--- src/rtl/wb_uart_host_master.sv ---
// Wishbone classic-cycle initiator for the UART register port: one command in,
// one single-beat bus cycle, one response out (read data or timeout error).
module wb_uart_host_master #(
  parameter int         TIMEOUT = 256,
  parameter logic [3:0] SEL_VAL = 4'b1111
) (
  input  logic       clk,
  input  logic       wb_rst_i,
  input  logic       cmd_valid,
  output logic       cmd_ready,
  input  logic       cmd_we,
  input  logic [4:0] cmd_addr,
  input  logic [7:0] cmd_wdata,
  output logic       rsp_valid,
  input  logic       rsp_ready,
  output logic [7:0] rsp_rdata,
  output logic       rsp_err,
  output logic [4:0] wb_addr_o,
  output logic [3:0] wb_sel_o,
  output logic [7:0] wb_dat_o,
  input  logic [7:0] wb_dat_i,
  output logic       wb_we_o,
  output logic       wb_stb_o,
  output logic       wb_cyc_o,
  input  logic       wb_ack_i
);

  localparam int CNT_W = (TIMEOUT > 0) ? $clog2(TIMEOUT + 1) : 1;
  localparam logic [CNT_W-1:0] TO_VAL = CNT_W'(TIMEOUT);

  typedef enum logic [1:0] {
    IDLE = 2'd0,
    BUS  = 2'd1,
    RESP = 2'd2
  } state_t;

  state_t           state, state_nxt;
  logic [CNT_W-1:0] cnt, cnt_nxt, cnt_inc;
  logic             timeout_hit;

  logic       cyc_nxt, stb_nxt, we_nxt;
  logic [4:0] addr_nxt;
  logic [3:0] sel_nxt;
  logic [7:0] dat_nxt;
  logic       rsp_valid_nxt, rsp_err_nxt;
  logic [7:0] rsp_rdata_nxt;

  assign cmd_ready = (state == IDLE);

  // Saturating BUS-cycle count; timeout only armed when TIMEOUT is non-zero.
  assign cnt_inc     = (cnt == {CNT_W{1'b1}}) ? cnt : cnt + 1'b1;
  assign timeout_hit = (TIMEOUT != 0) && (cnt_inc >= TO_VAL);

  always_comb begin
    state_nxt     = state;
    cnt_nxt       = cnt;
    cyc_nxt       = wb_cyc_o;
    stb_nxt       = wb_stb_o;
    we_nxt        = wb_we_o;
    addr_nxt      = wb_addr_o;
    sel_nxt       = wb_sel_o;
    dat_nxt       = wb_dat_o;
    rsp_valid_nxt = rsp_valid;
    rsp_err_nxt   = rsp_err;
    rsp_rdata_nxt = rsp_rdata;

    case (state)
      IDLE: begin
        if (cmd_valid) begin
          state_nxt = BUS;
          cnt_nxt   = '0;
          cyc_nxt   = 1'b1;
          stb_nxt   = 1'b1;
          we_nxt    = cmd_we;
          addr_nxt  = cmd_addr;
          sel_nxt   = SEL_VAL;
          dat_nxt   = cmd_we ? cmd_wdata : 8'h00;
        end
      end

      BUS: begin
        cnt_nxt = cnt_inc;
        // An ack on the timeout edge still completes the cycle normally.
        if (wb_ack_i || timeout_hit) begin
          state_nxt     = RESP;
          cyc_nxt       = 1'b0;
          stb_nxt       = 1'b0;
          we_nxt        = 1'b0;
          addr_nxt      = 5'h00;
          sel_nxt       = 4'h0;
          dat_nxt       = 8'h00;
          rsp_valid_nxt = 1'b1;
          rsp_err_nxt   = !wb_ack_i;
          rsp_rdata_nxt = (wb_ack_i && !wb_we_o) ? wb_dat_i : 8'h00;
        end
      end

      RESP: begin
        if (rsp_ready) begin
          state_nxt     = IDLE;
          cnt_nxt       = '0;
          rsp_valid_nxt = 1'b0;
          rsp_err_nxt   = 1'b0;
          rsp_rdata_nxt = 8'h00;
        end
      end

      default: begin
        state_nxt = IDLE;
        cnt_nxt   = '0;
      end
    endcase
  end

  always_ff @(posedge clk or posedge wb_rst_i) begin
    if (wb_rst_i) begin
      state     <= IDLE;
      cnt       <= '0;
      wb_cyc_o  <= 1'b0;
      wb_stb_o  <= 1'b0;
      wb_we_o   <= 1'b0;
      wb_addr_o <= 5'h00;
      wb_sel_o  <= 4'h0;
      wb_dat_o  <= 8'h00;
      rsp_valid <= 1'b0;
      rsp_err   <= 1'b0;
      rsp_rdata <= 8'h00;
    end else begin
      state     <= state_nxt;
      cnt       <= cnt_nxt;
      wb_cyc_o  <= cyc_nxt;
      wb_stb_o  <= stb_nxt;
      wb_we_o   <= we_nxt;
      wb_addr_o <= addr_nxt;
      wb_sel_o  <= sel_nxt;
      wb_dat_o  <= dat_nxt;
      rsp_valid <= rsp_valid_nxt;
      rsp_err   <= rsp_err_nxt;
      rsp_rdata <= rsp_rdata_nxt;
    end
  end

endmodule

--- config.mk ---
export PLATFORM = sky130hd
export DESIGN_NAME = wb_uart_host_master
export DESIGN_NICKNAME = d
export VERILOG_FILES = /design/src/rtl/wb_uart_host_master.sv
export SDC_FILE = /design/constraint.sdc
export NUM_CORES = 1
export LEC_CHECK = 0
export ABC_AREA = 0
export BUFFER_PORTS_ARGS = -buffer_cell sky130_fd_sc_hd__buf_4
export CAP_MARGIN = 20
export CORE_ASPECT_RATIO = 1.2
export CORE_MARGIN = 2
export CORE_UTILIZATION = 52
export CTS_CLUSTER_DIAMETER = 30
export DETAILED_ROUTE_END_ITERATION = 6
export GPL_TIMING_DRIVEN = 0
export MAX_ROUTING_LAYER = met4
export PLACE_DENSITY = 0.83
export SYNTH_ARGS = -nofsm -noshare
export SYNTH_HDL_FRONTEND = slang
export SYNTH_SLANG_ARGS = --single-unit
--- constraint.sdc ---
create_clock -name clk -period 4.6 [get_ports clk]
set_clock_uncertainty 0.05 [all_clocks]
set_input_delay 0.46 -clock clk [delete_from_list [all_inputs] [get_ports clk]]
set_output_delay 0.46 -clock clk [all_outputs]
set_load 0.02 [all_outputs]
==> flow_metrics.env <==
export IMPL_status="complete, no violations"
export IMPL_die_area_um2=3540
export IMPL_vias=1347
export IMPL_ios=58
export IMPL_required_ns=4.83
export IMPL_seq_area_frac_synth_pct=56.3
export IMPL_whs_ns=0.0997
export IMPL_post_cts_buffers=0
export IMPL_syn_nets=163
export IMPL_dieWidth_um=54.7
export IMPL_cp_max_fo=10
export IMPL_yosys_area_top_type="dfrtp_1"
export IMPL_synth_seq_cells=36
export IMPL_crit_path_end_kind="flip-flop"
export IMPL_drive_above_1_share_pct=42.5
export IMPL_synth_edf_count=0
export IMPL_wl_um=3560
export IMPL_synthCells=135
export IMPL_grt_max_degree=26
export IMPL_area_growth_pct=34.4
export IMPL_antenna_found_initial=0
export IMPL_grt_pass1_wl_um=5950
export IMPL_htreeDepth=2
export IMPL_clk_latency_ns=0.34
export IMPL_crit_top_cell="buf_6"
export IMPL_synthTopCellsByCount="dfrtp_1 (36), a22o_1 (21), a21oi_1 (8), nand2_1 (8), nor2_1 (8)"
export IMPL_dp_slack_ns=2.62
export IMPL_final_nets=228
export IMPL_num_rows=22
export IMPL_drc=0
export IMPL_fin_ws_ns=2.61
export IMPL_hold_viol_final=0
export IMPL_synth_top_area_share_pct=56.3
export IMPL_power_frac_clock_pct=11.9
export IMPL_yosys_cell_count_top_type="dfrtp_1"
export IMPL_antenna_cells=0
export IMPL_yosysWarnings=0
export IMPL_p_leak_nw=1.11
export IMPL_vias_per_cell=5.71
export IMPL_switching_share_pct=40.5
export IMPL_crit_path_top_delay_cell="dfrtp_1"
export IMPL_cap_violations=0
export IMPL_syn_area_um2=1600
export IMPL_setup_viol=0
export IMPL_cts_buffers=5
export IMPL_min_period_over_period_pct=43.3
export IMPL_port_buffers=57
export IMPL_ctsHoldBuffers=0
export IMPL_arrival_ns=2.22
export IMPL_synth_distinct_cells=37
export IMPL_max_freq_mhz=502
export IMPL_max_vdd_ir_drop_uv=457
export IMPL_routedWlPerCell_um=15.1
export IMPL_cts_tree="built"
export IMPL_clkTransAtPathRegs_ns=0.10
export IMPL_crit_path_max_incr_delay_ns=0.42
export IMPL_hpwl_um=2690
export IMPL_dp_cells=229
export IMPL_finalMaxSlewViolations=0
export IMPL_tightest_slew_ns=0.536
export IMPL_async_reset_ff_share_pct=100
export IMPL_grt_ovfl_total=0
export IMPL_pwr_share_comb_pct=51.0
export IMPL_synthTopCellsByArea="dfrtp_1 (56%), a22o_1 (11%), a21oi_1 (2.5%)"
export IMPL_max_slew_margin_pct=64.2
export IMPL_cts_buffer_depth=2
export IMPL_worstPathCellList="ha_1 -> and3_4 -> buf_6 -> a211o_4 -> a21oi_4 -> buf_6 -> a22o_1"
export IMPL_layout_cells_non_filler=236
export IMPL_finalCriticalPeriod_ns=1.99
export IMPL_cts_sinks=36
export IMPL_clockRootBuffer="clkbuf_4"
export IMPL_drt_first_pass_iters=4
export IMPL_start_util_pct=53.4
export IMPL_rsz0062_at_grt="no"
export IMPL_antenna_left=0
export IMPL_p_int_w=0.000783
export IMPL_cp_start_kind="flip-flop"
export IMPL_critPathKind="reg -> reg"
export IMPL_grt_usage_pct=24.1
export IMPL_dr_first_iter_drc_count=28
export IMPL_switchingPower_w=0.000533
export IMPL_grt_pass1_vias=1367
export IMPL_die_height_um=64.8
export IMPL_syn_avg_cell_area_um2=11.9
export IMPL_cts_resized=0
export IMPL_gp_congestion=0.786
export IMPL_pwr_density_cell_nw_per_um2=611
export IMPL_yosys_most_used_dff="dfrtp_1"
export IMPL_p_seq_share_pct=37.1
export IMPL_core_um2=3000
export IMPL_hold_class="in -> async"
export IMPL_tns_ns=0
## worst max-delay path, delay by kind of cell (launching register included)
kind	cells	cell delay (ns)
fa+ha+maj	1	0.24
simple gates	1	0.19
flops	1	0.42
buf+inv	2	0.30
compound gates	3	0.75
## through the flow
stage	total power [W]	utilization, %	cell area, µm²
floorplan	0.000899	-	1600
detailed placement	0.00116	70.1	2100
global route	0.00140	71.7	2150
CTS	0.00133	71.7	2150
global placement	0.00114	69.1	2070
finish	0.00132	71.7	2150
## final cells by class
type	count	area, µm²
plain buffers	12	82.6
clock buffers	5	37.5
clock inverters	2	12.5
fillers	209	848
inverters	2	7.51
multi-input cells	85	611
flip-flops and latches	36	901
well taps	36	45.0
repair buffers	58	455
## registers in the layout (all words and copies together), names as in the netlist
register	flops
cnt	9
rsp_rdata	8
wb_dat_o	8
wb_addr_o	5
state	2
rsp_err	1
rsp_valid	1
wb_sel_o	1
wb_we_o	1
## per-layer routing
| metal | track usage, % | vias up | routed length (µm) |
|---|---|---|---|
| met3 | 5.07 | 11 | 193 |
| met5 | - | - | 0 |
| li1 | - | 619 | - |
| met4 | 11.9 | 0 | 100 |
| met2 | 36.9 | 47 | 1850 |
| met1 | 29.8 | 670 | 1420 |
## final timing paths
path,start,endpoint,slack [ns],depth (start not counted)
max,cnt[0],wb_dat_o[5],2.61,7
min,wb_rst_i,wb_dat_o[2],0.1,2
max reg2reg,cnt[0],wb_dat_o[5],2.61,7
min reg2reg,wb_addr_o[4],wb_addr_o[4],0.46,1
max in group asynchronous,wb_rst_i,cnt[5],3.89,3
min in group clk,wb_ack_i,rsp_err,0.26,2
## placed cells by master, fill, tap and decap left out, drive strengths merged, types with 2 or more instances in the layout
cell type  Yosys  routed
nand2          8       8
and3           5       5
nor2           8       8
nand4          2       2
o21ai          4       4
inv            2       2
mux2i          2       2
nand2b         3       3
a21o           3       3
dfrtp         36      36
buf           11      69
a22o          21      21
a21oi         10      10
clkbuf         1       6
nand3          2       2
nor3           2       2
## power groups by stage
stage               clock network, W  logic, W  registers [W]
floorplan                          0  0.000312       0.000587
global placement                   0  0.000652       0.000487
detailed placement                 0  0.000674       0.000489
CTS                         0.000163  0.000676       0.000486
global route                0.000178  0.000721       0.000500
finish                      0.000157  0.000671       0.000488
## cells by family (layout without fill, tap and decap cells)
group	count (synthesis)	after routing	share of synthesized area [%]
simple gates	35	35	11.9
fa+ha+maj	1	1	0.781
buf+inv	14	79	5.62
compound gates	46	46	23.5
mux	3	3	1.95
flops	36	36	56.2
Note: power is estimated with default switching activity, not from simulation.
